<file path="src/rtl/adc_scan_sequencer_if.sv">
// Purpose : request/result channel between the scan sequencer and the ADC frame engine,
//           plus the sequencer's result-bank read port. Signal names are from the sequencer's side.
// Ports   : oSTART/oCH request; iBUSY/iDONE/iDATA engine status and result;
//           iRD_CH/oRD_DATA/oRD_FRESH result-bank read (1-cycle registered).
interface adc_scan_sequencer_if #(
    parameter int CH_W   = 3,
    parameter int DATA_W = 12
);
    logic              oSTART;
    logic [CH_W-1:0]   oCH;
    logic              iBUSY;
    logic              iDONE;
    logic [DATA_W-1:0] iDATA;
    logic [CH_W-1:0]   iRD_CH;
    logic [DATA_W-1:0] oRD_DATA;
    logic              oRD_FRESH;

    // Sequencer side.
    modport master (
        output oSTART, oCH, oRD_DATA, oRD_FRESH,
        input  iBUSY, iDONE, iDATA, iRD_CH
    );

    // Frame engine / bank reader side.
    modport slave (
        input  oSTART, oCH, oRD_DATA, oRD_FRESH,
        output iBUSY, iDONE, iDATA, iRD_CH
    );
endinterface

</file>
<file path="src/rtl/adc_scan_sequencer.sv">
// Purpose     : round-robin scan of enabled ADC channels; one conversion request at a time,
//               12-bit results stored in a per-channel bank with fresh flags.
// Latency     : IDLE to oSTART in 2 cycles; bank read registered, 1 cycle.
// Backpressure: oSTART held off while iBUSY=1; a conversion aborts TIMEOUT cycles after oSTART.
// Ports       : iCLK, iRST (async, active-low); iENABLE/iCH_MASK/iPERIOD scan config;
//               io_adc engine handshake + bank read; oSCAN_DONE pulse; oTIMEOUT sticky.
module adc_scan_sequencer #(
    parameter int NUM_CH   = 8,
    parameter int PERIOD_W = 16,
    parameter int TIMEOUT  = 64,
    parameter int DATA_W   = 12
) (
    input  logic                 iCLK,
    input  logic                 iRST,
    input  logic                 iENABLE,
    input  logic [NUM_CH-1:0]    iCH_MASK,
    input  logic [PERIOD_W-1:0]  iPERIOD,
    output logic                 oSCAN_DONE,
    output logic                 oTIMEOUT,
    adc_scan_sequencer_if.master io_adc
);
    localparam int CH_W  = $clog2(NUM_CH);
    localparam int PTR_W = CH_W + 1;             // one extra bit so ptr can reach NUM_CH
    localparam int TMO_W = $clog2(TIMEOUT) + 1;
    localparam logic [TMO_W-1:0] TMO_LAST = TMO_W'(TIMEOUT - 1);

    typedef enum logic [1:0] {
        ST_IDLE,
        ST_SELECT,
        ST_ARM,
        ST_WAIT
    } state_t;

    state_t              r_state;
    state_t              w_state_nxt;
    logic [NUM_CH-1:0]   r_scan_mask;
    logic [PTR_W-1:0]    r_ptr;
    logic [CH_W-1:0]     r_ch;
    logic [TMO_W-1:0]    r_tmo_cnt;
    logic [PERIOD_W-1:0] r_period_cnt;
    logic                r_timeout;
    logic [DATA_W-1:0]   r_result [NUM_CH];
    logic [NUM_CH-1:0]   r_fresh;
    logic [DATA_W-1:0]   r_rd_data;
    logic                r_rd_fresh;

    logic                w_found;
    logic [CH_W-1:0]     w_sel_ch;
    logic                w_start;
    logic                w_scan_done;
    logic                w_scan_go;
    logic                w_sel_load;
    logic                w_wr_en;
    logic                w_tmo_hit;
    logic                w_ptr_adv;

    // Lowest enabled channel at or above ptr; scanning downward lets the lowest index win.
    always_comb begin
        w_found  = 1'b0;
        w_sel_ch = '0;
        for (int i = NUM_CH - 1; i >= 0; i--) begin
            if (r_scan_mask[i] && (PTR_W'(i) >= r_ptr)) begin
                w_found  = 1'b1;
                w_sel_ch = CH_W'(i);
            end
        end
    end

    always_ff @(posedge iCLK or negedge iRST) begin
        if (!iRST) begin
            r_state <= ST_IDLE;
        end else begin
            r_state <= w_state_nxt;
        end
    end

    always_comb begin
        w_state_nxt = r_state;
        w_start     = 1'b0;
        w_scan_done = 1'b0;
        w_scan_go   = 1'b0;
        w_sel_load  = 1'b0;
        w_wr_en     = 1'b0;
        w_tmo_hit   = 1'b0;
        w_ptr_adv   = 1'b0;
        case (r_state)
            ST_IDLE: begin
                if (iENABLE && (iCH_MASK != '0) && (r_period_cnt == '0)) begin
                    w_scan_go   = 1'b1;
                    w_state_nxt = ST_SELECT;
                end
            end
            ST_SELECT: begin
                if (w_found) begin
                    w_sel_load  = 1'b1;
                    w_state_nxt = ST_ARM;
                end else begin
                    w_scan_done = 1'b1;
                    w_state_nxt = ST_IDLE;
                end
            end
            ST_ARM: begin
                // Combinational so the request can never coincide with iBUSY=1.
                if (!io_adc.iBUSY) begin
                    w_start     = 1'b1;
                    w_state_nxt = ST_WAIT;
                end
            end
            ST_WAIT: begin
                // A done arriving on the last allowed cycle still counts as done.
                if (io_adc.iDONE) begin
                    w_wr_en     = 1'b1;
                    w_ptr_adv   = 1'b1;
                    w_state_nxt = ST_SELECT;
                end else if (r_tmo_cnt == TMO_LAST) begin
                    w_tmo_hit   = 1'b1;
                    w_ptr_adv   = 1'b1;
                    w_state_nxt = ST_SELECT;
                end
            end
            default: w_state_nxt = ST_IDLE;
        endcase
    end

    // Scan control datapath.
    always_ff @(posedge iCLK or negedge iRST) begin
        if (!iRST) begin
            r_scan_mask  <= '0;
            r_ptr        <= '0;
            r_ch         <= '0;
            r_tmo_cnt    <= '0;
            r_period_cnt <= '0;
            r_timeout    <= 1'b0;
        end else begin
            if (w_scan_go) begin
                r_scan_mask <= iCH_MASK;
                r_ptr       <= '0;
            end else if (w_ptr_adv) begin
                r_ptr <= {1'b0, r_ch} + PTR_W'(1);
            end

            if (w_sel_load) begin
                r_ch <= w_sel_ch;
            end

            // WAIT cycle k (from 0) holds k; the TIMEOUT-th WAIT cycle is the last chance.
            if (w_start) begin
                r_tmo_cnt <= '0;
            end else if (r_state == ST_WAIT) begin
                r_tmo_cnt <= r_tmo_cnt + TMO_W'(1);
            end

            // Reload with iPERIOD-1 so scan-start decisions land exactly iPERIOD cycles apart.
            if (w_scan_go) begin
                r_period_cnt <= (iPERIOD == '0) ? '0 : iPERIOD - PERIOD_W'(1);
            end else if (r_period_cnt != '0) begin
                r_period_cnt <= r_period_cnt - PERIOD_W'(1);
            end

            if (w_tmo_hit) begin
                r_timeout <= 1'b1;
            end
        end
    end

    // Result bank. Every cycle reads iRD_CH and consumes its fresh flag; a same-cycle
    // write to that channel is ordered last so the flag ends set, while the read
    // register still captures the pre-write data and flag.
    always_ff @(posedge iCLK or negedge iRST) begin
        if (!iRST) begin
            for (int n = 0; n < NUM_CH; n++) begin
                r_result[n] <= '0;
            end
            r_fresh    <= '0;
            r_rd_data  <= '0;
            r_rd_fresh <= 1'b0;
        end else begin
            r_rd_data              <= r_result[io_adc.iRD_CH];
            r_rd_fresh             <= r_fresh[io_adc.iRD_CH];
            r_fresh[io_adc.iRD_CH] <= 1'b0;
            if (w_wr_en) begin
                r_result[r_ch] <= io_adc.iDATA;
                r_fresh[r_ch]  <= 1'b1;
            end
        end
    end

    assign io_adc.oSTART    = w_start;
    assign io_adc.oCH       = r_ch;
    assign io_adc.oRD_DATA  = r_rd_data;
    assign io_adc.oRD_FRESH = r_rd_fresh;
    assign oSCAN_DONE       = w_scan_done;
    assign oTIMEOUT         = r_timeout;
endmodule

</file>
<file path="src/flat_wrapper.sv">
// flat-port wrapper written by rule: the top's interface ports become plain ports
module adc_scan_sequencer_flat 
#(
    parameter int NUM_CH   = 8,
    parameter int PERIOD_W = 16,
    parameter int TIMEOUT  = 64,
    parameter int DATA_W   = 12
)
  (iCLK, iRST, iENABLE, iCH_MASK, iPERIOD, oSCAN_DONE, oTIMEOUT, io_adc_oSTART, io_adc_oCH, io_adc_oRD_DATA, io_adc_oRD_FRESH, io_adc_iBUSY, io_adc_iDONE, io_adc_iDATA, io_adc_iRD_CH);
  adc_scan_sequencer_if #(.DATA_W(DATA_W)) io_adc_i ();
  input  logic iCLK;
  input  logic iRST;
  input  logic iENABLE;
  input  logic [NUM_CH-1:0] iCH_MASK;
  input  logic [PERIOD_W-1:0] iPERIOD;
  output logic oSCAN_DONE;
  output logic oTIMEOUT;
  output wire logic [$bits(io_adc_i.oSTART)-1:0] io_adc_oSTART;
  output wire logic [$bits(io_adc_i.oCH)-1:0] io_adc_oCH;
  output wire logic [$bits(io_adc_i.oRD_DATA)-1:0] io_adc_oRD_DATA;
  output wire logic [$bits(io_adc_i.oRD_FRESH)-1:0] io_adc_oRD_FRESH;
  input wire logic [$bits(io_adc_i.iBUSY)-1:0] io_adc_iBUSY;
  input wire logic [$bits(io_adc_i.iDONE)-1:0] io_adc_iDONE;
  input wire logic [$bits(io_adc_i.iDATA)-1:0] io_adc_iDATA;
  input wire logic [$bits(io_adc_i.iRD_CH)-1:0] io_adc_iRD_CH;
  assign io_adc_oSTART = io_adc_i.oSTART;
  assign io_adc_oCH = io_adc_i.oCH;
  assign io_adc_oRD_DATA = io_adc_i.oRD_DATA;
  assign io_adc_oRD_FRESH = io_adc_i.oRD_FRESH;
  assign io_adc_i.iBUSY = io_adc_iBUSY;
  assign io_adc_i.iDONE = io_adc_iDONE;
  assign io_adc_i.iDATA = io_adc_iDATA;
  assign io_adc_i.iRD_CH = io_adc_iRD_CH;
  adc_scan_sequencer #(.NUM_CH(NUM_CH), .PERIOD_W(PERIOD_W), .TIMEOUT(TIMEOUT), .DATA_W(DATA_W)) u_core (.iCLK(iCLK), .iRST(iRST), .iENABLE(iENABLE), .iCH_MASK(iCH_MASK), .iPERIOD(iPERIOD), .oSCAN_DONE(oSCAN_DONE), .oTIMEOUT(oTIMEOUT), .io_adc(io_adc_i));
endmodule
</file>
<file path="config.mk">
export PLATFORM = sky130hd
export DESIGN_NAME = adc_scan_sequencer_flat
export DESIGN_NICKNAME = d
export VERILOG_FILES = /design/src/rtl/adc_scan_sequencer_if.sv /design/src/rtl/adc_scan_sequencer.sv /design/src/flat_wrapper.sv
export SDC_FILE = /design/constraint.sdc
export NUM_CORES = 1
export LEC_CHECK = 0
export ABC_AREA = 1
export CORE_UTILIZATION = 50
export CTS_BUF_LIST = sky130_fd_sc_hd__clkbuf_4 sky130_fd_sc_hd__clkbuf_8
export CTS_CLUSTER_DIAMETER = 40
export DETAILED_ROUTE_END_ITERATION = 7
export GPL_ROUTABILITY_DRIVEN = 0
export PLACE_DENSITY = 0.8
export SLEW_MARGIN = 10
export SYNTH_ARGS = -nofsm -noshare
export SYNTH_HDL_FRONTEND = slang
export SYNTH_SLANG_ARGS = --single-unit
</file>
<file path="constraint.sdc">
create_clock -name iCLK -period 2 [get_ports iCLK]
set_input_delay 0.2 -clock iCLK [delete_from_list [all_inputs] [get_ports iCLK]]
set_output_delay 0.2 -clock iCLK [all_outputs]
set_load 0.005 [all_outputs]
</file>
# --- Word level (Yosys, flattened, before mapping) ---
# Cells that the tools add are included.
# W data, S select, Z words.
classes:
  reduce_logical: 22
  n_lt_le_gt_ge: 15
  bitwise: 5
  add_sub_neg: 4
  eq_ne: 7
  muxes: 57
ops:
  columns: ["operator", "n"]
  rows:
  - ["$bwmux W96", 1]
  - ["$mux W16", 3]
  - ["$bmux W12 S3", 1]
  - ["$demux W12 S3", 1]
  - ["$mux W12", 3]
  - ["$logic_not A16 Y1", 2]
  - ["$sub A16 B1 Y16 const B", 2]
  - ["$mux W1", 26]
  - ["$mux W3", 8]
  - ["$ge A3 B4 Y1 const A", 4]
  - ["$reduce_bool A16 Y1", 1]
  - ["$mux W7", 2]
  - ["$logic_and A1 B1 Y1", 13]
  - ["$mux W2", 5]
  - ["$and A8 B8 Y8", 1]
  - ["$ge A1 B4 Y1 const A", 2]
  - ["$ge A2 B4 Y1 const A", 2]
  - ["$ge A4 B4 Y1 const B", 2]
  - ["$lt A3 B4 Y1 const B", 2]
  - ["$mux W4", 2]
  - ["$mux W8", 1]
  - ["$not A3 Y4", 2]
  - ["$not A8 Y8", 1]
  - ["$or A8 B8 Y8", 1]
  - ["17 further kinds", 22]
totals:
  word_cells: 128
  output_inout_bits: 19
  ff_bits: 158
  inputBits: 44

# --- Longest topological paths before layout ---
logic_depth:
  ltp_word: 12
  ltp_mapped: 13
  mapped_depth_nobuf: 13

# --- Worst setup path before layout ---
# Ideal clock, no wire load.
synth_timing:
  kind: "flip-flop to flip-flop"
  from: "register u_core.r_period_cnt[0]"
  to: "register u_core.r_period_cnt[12]"
  stages_incl_launch_ff: 13
  slack_ns: 0.316
  setup_time_ns: 0.117
  t_arrival_ns: 1.567
  n_path_buf: 1
  synth_period_minus_slack_ns: 1.684
  path_cell_list: "dfrtp_1 inv_1 ha_1 inv_1 nor3_4 nand2_2 nor2_4 nand3_4 buf_6 nand2_1 inv_1 nor2_1 nor2_1"
synth_via:
  elab_chain_len: 5
  word_cells_on_any_way: 9
synth_rtl:
  columns: ["item", "line", "rtl"]
  rows:
  - ["start, declared", "adc_scan_sequencer.sv:40", "logic [PERIOD_W-1:0] r_period_cnt;"]
  - ["start signal, assigned", "adc_scan_sequencer.sv:155", "r_period_cnt <= (iPERIOD == '0) ? '0 : iPERIOD - PERIOD_W'(1);"]
  - ["start signal, assigned", "adc_scan_sequencer.sv:157", "r_period_cnt <= r_period_cnt - PERIOD_W'(1);"]
  - ["parallel branches: the longest is 5 deep, another holds $sub A16 B1 Y16", null, null]
# Parallel ways; which one is timed is not known. The select of a mux whose other input is x is not followed.
# A chain may end at the register's enable or synchronous reset.

# --- Final worst setup path ---
layout_timing:
  from: "register u_core.r_period_cnt[12]"
  to: "register u_core.r_period_cnt[9]"
layout_via:
  elab_chain_len: 5
  word_cells_on_any_way: 7
layout_rtl:
  columns: ["item", "line", "rtl"]
  rows:
  - ["$logic_not A16 Y1", "adc_scan_sequencer.sv:88", "if (iENABLE && (iCH_MASK != '0) && (r_period_cnt == '0)) begin"]
  - ["$logic_and A1 B1 Y1", "adc_scan_sequencer.sv:88", null]
  - ["$mux W1", "adc_scan_sequencer.sv:88", null]
  - ["$mux W1", "adc_scan_sequencer.sv:86", "case (r_state)"]
  - ["$mux W16 / $reduce_bool A2 Y1 (equally long branches)", null, null]
# Parallel ways exist; a longest one is shown, timed or not.

==> results.txt <==
----------------------------------------------------
[Status]
  Run status ... finished with violations
  Violated checks ... design-rule violations

[Placed design]
  Cell count after placement ... 1228
  Pre-CTS setup slack ... between 0.06 and 0.07 ns
  Post-place instance area ... ~8700 um2
  Detailed placer's ending HPWL ... between 10000 and 15000 um
  Quantity of I/O buffers inserted on ports ... between 60 and 70

[Finish]
  Post-layout util ... 62.9%
  Post-layout instance count excluding filler cells ... roughly 1300
  Fraction of final layout cells with drive strength greater than 1 ... 10.4%
  Area of all placed cells without fillers ... just over 9000 um2
  ANT cells ... 0
  Area added between synthesis and finish ... 20.6%
  Count of nets after finishing ... 1123

[Yosys]
  Sequential element share of the synthesized area ... between 50% and 60%
  Distinct cell type count of the synthesized netlist ... 34
  Top-count cell post-synth ... nand2_1
  Most instantiated cells after synthesis ... nand2_1, dfrtp_1, o21ai_0
  Yosys top cell area share ... around half
  Gate count of the mapped netlist ... 983
  Most used flip-flop cell after synthesis ... dfrtp_1
  Main area contributors after synthesis ... dfrtp_1, nand2_1, o21ai_0, nor2_1, inv_1
  Total nets after synthesis ... roughly 1000
  Post-synthesis cell type with the largest combined area ... dfrtp_1
  Proportion of register bits with asynchronous set or reset after synthesis ... 100%
  Yosys reg bits ... roughly 160
  Number of enable-type register cells in the synthesized netlist ... 0
  Syn_area_per_cell ... between 7 and 8 um2
  Synthesized area ... ~7700 um2
  Synth Warn # ... 0

[Timing]
  Final setup TNS ... 0 ns
  Worst setup skew after layout ... approximately 0.013 ns
  Peak Freq ... approximately 520 MHz
  Clock period minus final worst setup slack ... 1.92 ns
  Slew at the pin with the worst max-slew slack ... 0.551 ns
  Ratio of final minimum period to clock period ... a little over nine tenths
  Max Slew Vio Count ... 0
  Worst setup slack after layout ... between 0.07 and 0.08 ns
  Hold Vio Cnt, Final ... 0
  Slew margin rel. ... between 60 and 70%
  Finish-stage setup viols ... 0

[Clocking]
  Maximum root-to-sink buffer count ... 2
  Clock-pin slew reported for the worst setup and hold paths after clock tree synthesis ... about 0.080 ns
  Worst-skew pair later-pin latency ... between 0.4 and 0.5 ns
  Number of buffers created by CTS ... 17
  Clock H-tree levels ... 4
  Root buffer selected by CTS ... clkbuf_8
  Clock sink total ... between 150 and 200
  CTS tree ... built

[Pwr]
  Internal power ... 6850 uW
  Switching pwr ... roughly 3600 uW
  Power Dens Cells ... 1130 nW/um2
  Peak supply drop ... between 0.8 and 0.9 mV
  Combinational Power Share ... 29.4%
  Relative contribution of the clock network to total power ... a little under a quarter
  Share of total power consumed by net switching ... 34.8%
  Power share of the sequential group ... between 40 and 50%
  Leakage power of the design ... 0.00454 uW

[Worst setup path]
  CP Max Fanout ... 7
  Worst setup path category ... register to register
  Data arrival time of the critical path ... between 2 and 2.5 ns
  Required time of the critical path ... 2.33 ns
  Startpoint class of the critical path ... register
  Worst setup EP type ... register

[Die]
  Standard-cell row count ... 44
  Die width ... approximately 130 um
  Count of pins on the block boundary ... 63
  Starting Density ... between 50 and 60%
  Core ar. ... roughly 15000 um2
  DIE HEIGHT ... around 130 um
  Die area ... approximately 16000 um2

[Route]
  Vias per Instance ... ~5.4
  Residual DRC ... 6
  Residual antenna-violating net count after detailed routing ... 0
  Vias after detailed routing ... around 6800
  Drt initial violations ... roughly 680
  Drt total wl ... approximately 19000 um
  Detailed Routing Iterations Pass 1 ... 8
  Wire per inst ... 15.1 um

[Global route]
  Largest net degree at the start of global routing ... 58
  Aggregate global routing overflow ... 0
  Global-route usage over all layers ... about a quarter
  Vias in the first global route ... ~6600
  Antenna violations before repair ... 0
  Wire length of the first global-routing pass ... approximately 31000 um

[Min path]
  Tightest Hold Check Type ... input pin to asynchronous set/reset pin

[Flow run]
  Number of maximum-capacitance violations ... 0

----------------------------------------------------
==> area by class of cell <==
type	instances	area, um2
fill	1256	5480
sequential	158	3960
multi-input combinational	687	3270
timing repair buffer	98	993
inverter	108	434
clock buffer	19	249
tap	184	230
clock inverter	12	146
==> metal layers <==
layer,up-vias,track usage (%),part of all wire (%)
met5,-,0,0
met4,0,6.02,1.1
met3,19,4.29,5.9
met2,241,40.6,48
met1,3240,35.1,45
li1,3329,-,-
==> stage by stage <==
stage / hold slack (ns) / total power [uW]
2_1_floorplan: -0.0956 / 6770
3_3_place_gp: 0.211 / 7730
3_5_place_dp: 0.210 / 7880
4_1_cts: 0.299 / 10300
5_1_grt: 0.315 / 11200
6_report: 0.294 / 10500
==> placed cells by master, fill, tap and decap left out, types with 4 or more instances in the layout <==
master / Yosys / routed
a21oi_1: 25 / 23
a21oi_2: 4 / 6
a22oi_1: 18 / 18
and3_1: 7 / 7
buf_12: 0 / 5
buf_4: 0 / 27
clkbuf_8: 0 / 17
clkdlybuf4s50_1: 0 / 59
clkinv_2: 0 / 5
dfrtp_1: 158 / 156
ha_1: 9 / 7
inv_1: 105 / 98
inv_2: 1 / 7
nand2_1: 302 / 295
nand2_2: 3 / 8
nand3_1: 49 / 47
nand4_1: 9 / 9
nor2_1: 106 / 97
nor2_2: 1 / 9
nor3_1: 4 / 4
o21ai_0: 124 / 123
xnor2_1: 4 / 4
xor2_1: 4 / 4
==> sequential cells by signal (all words and copies together) (netlist names) <==
register	flops
u_core.io_adc.oCH	3
u_core.io_adc.oRD_DATA	12
u_core.io_adc.oRD_FRESH	1
u_core.oTIMEOUT	1
u_core.r_fresh	8
u_core.r_period_cnt	16
u_core.r_ptr	4
u_core.r_result	96
u_core.r_scan_mask	8
u_core.r_state	2
u_core.r_tmo_cnt	7
==> path summary, 6_finish.rpt <==
check	slack (ns)	from	end	cells after the start
setup / recovery	0.08	u_core.r_period_cnt[12]	u_core.r_period_cnt[9]	11
hold / removal	0.29	iRST	u_core.r_result[78]	2
setup reg to reg	0.08	u_core.r_period_cnt[12]	u_core.r_period_cnt[9]	11
hold reg to reg	0.48	u_core.r_fresh[0]	u_core.r_fresh[0]	2
max in group asynchronous	1.09	iRST	u_core.r_result[28]	3
min in group iCLK	0.31	iCH_MASK[2]	u_core.r_scan_mask[2]	3
==> worst max-delay path: stages, from the launching register on <==
cell       delay (ns)
dfrtp_1          0.45
inv_1            0.14
nand2_1          0.08
nor2_1           0.19
nand2_1          0.14
nor2_4           0.19
nand3_4          0.19
clkbuf_16        0.21
nand2_1          0.06
inv_1            0.03
nor2_1           0.10
nor2_2           0.04
==> cell families after synthesis <==
group | synth area share (%)
DFF | 51.4
xor gates and xnor gates | 0.911
buffers and inverters | 7.22
adders and majority gates | 1.46
and+or+nand+nor | 25.7
AOI/OAI and AO/OA | 13.3
==> timing repair <==
action	in CTS	in global routing
resized for setup	9	39
gates cloned	0	2
hold buffers	1	0
endpoints found under the setup margin	2	32
setup buffers	1	3
pin swaps	3	14
hold endpoints to repair	54	0
==> power groups by stage <==
stage / clock network, uW / registers [uW] / logic [uW]
finish: 2400 / 5020 / 3090
global route: 2560 / 5130 / 3530
CTS: 2420 / 4970 / 2930
detailed placement: 0 / 5010 / 2870
global placement: 0 / 4980 / 2750
floorplan: 0 / 4830 / 1940
Note: power is estimated with default switching activity, not from simulation.
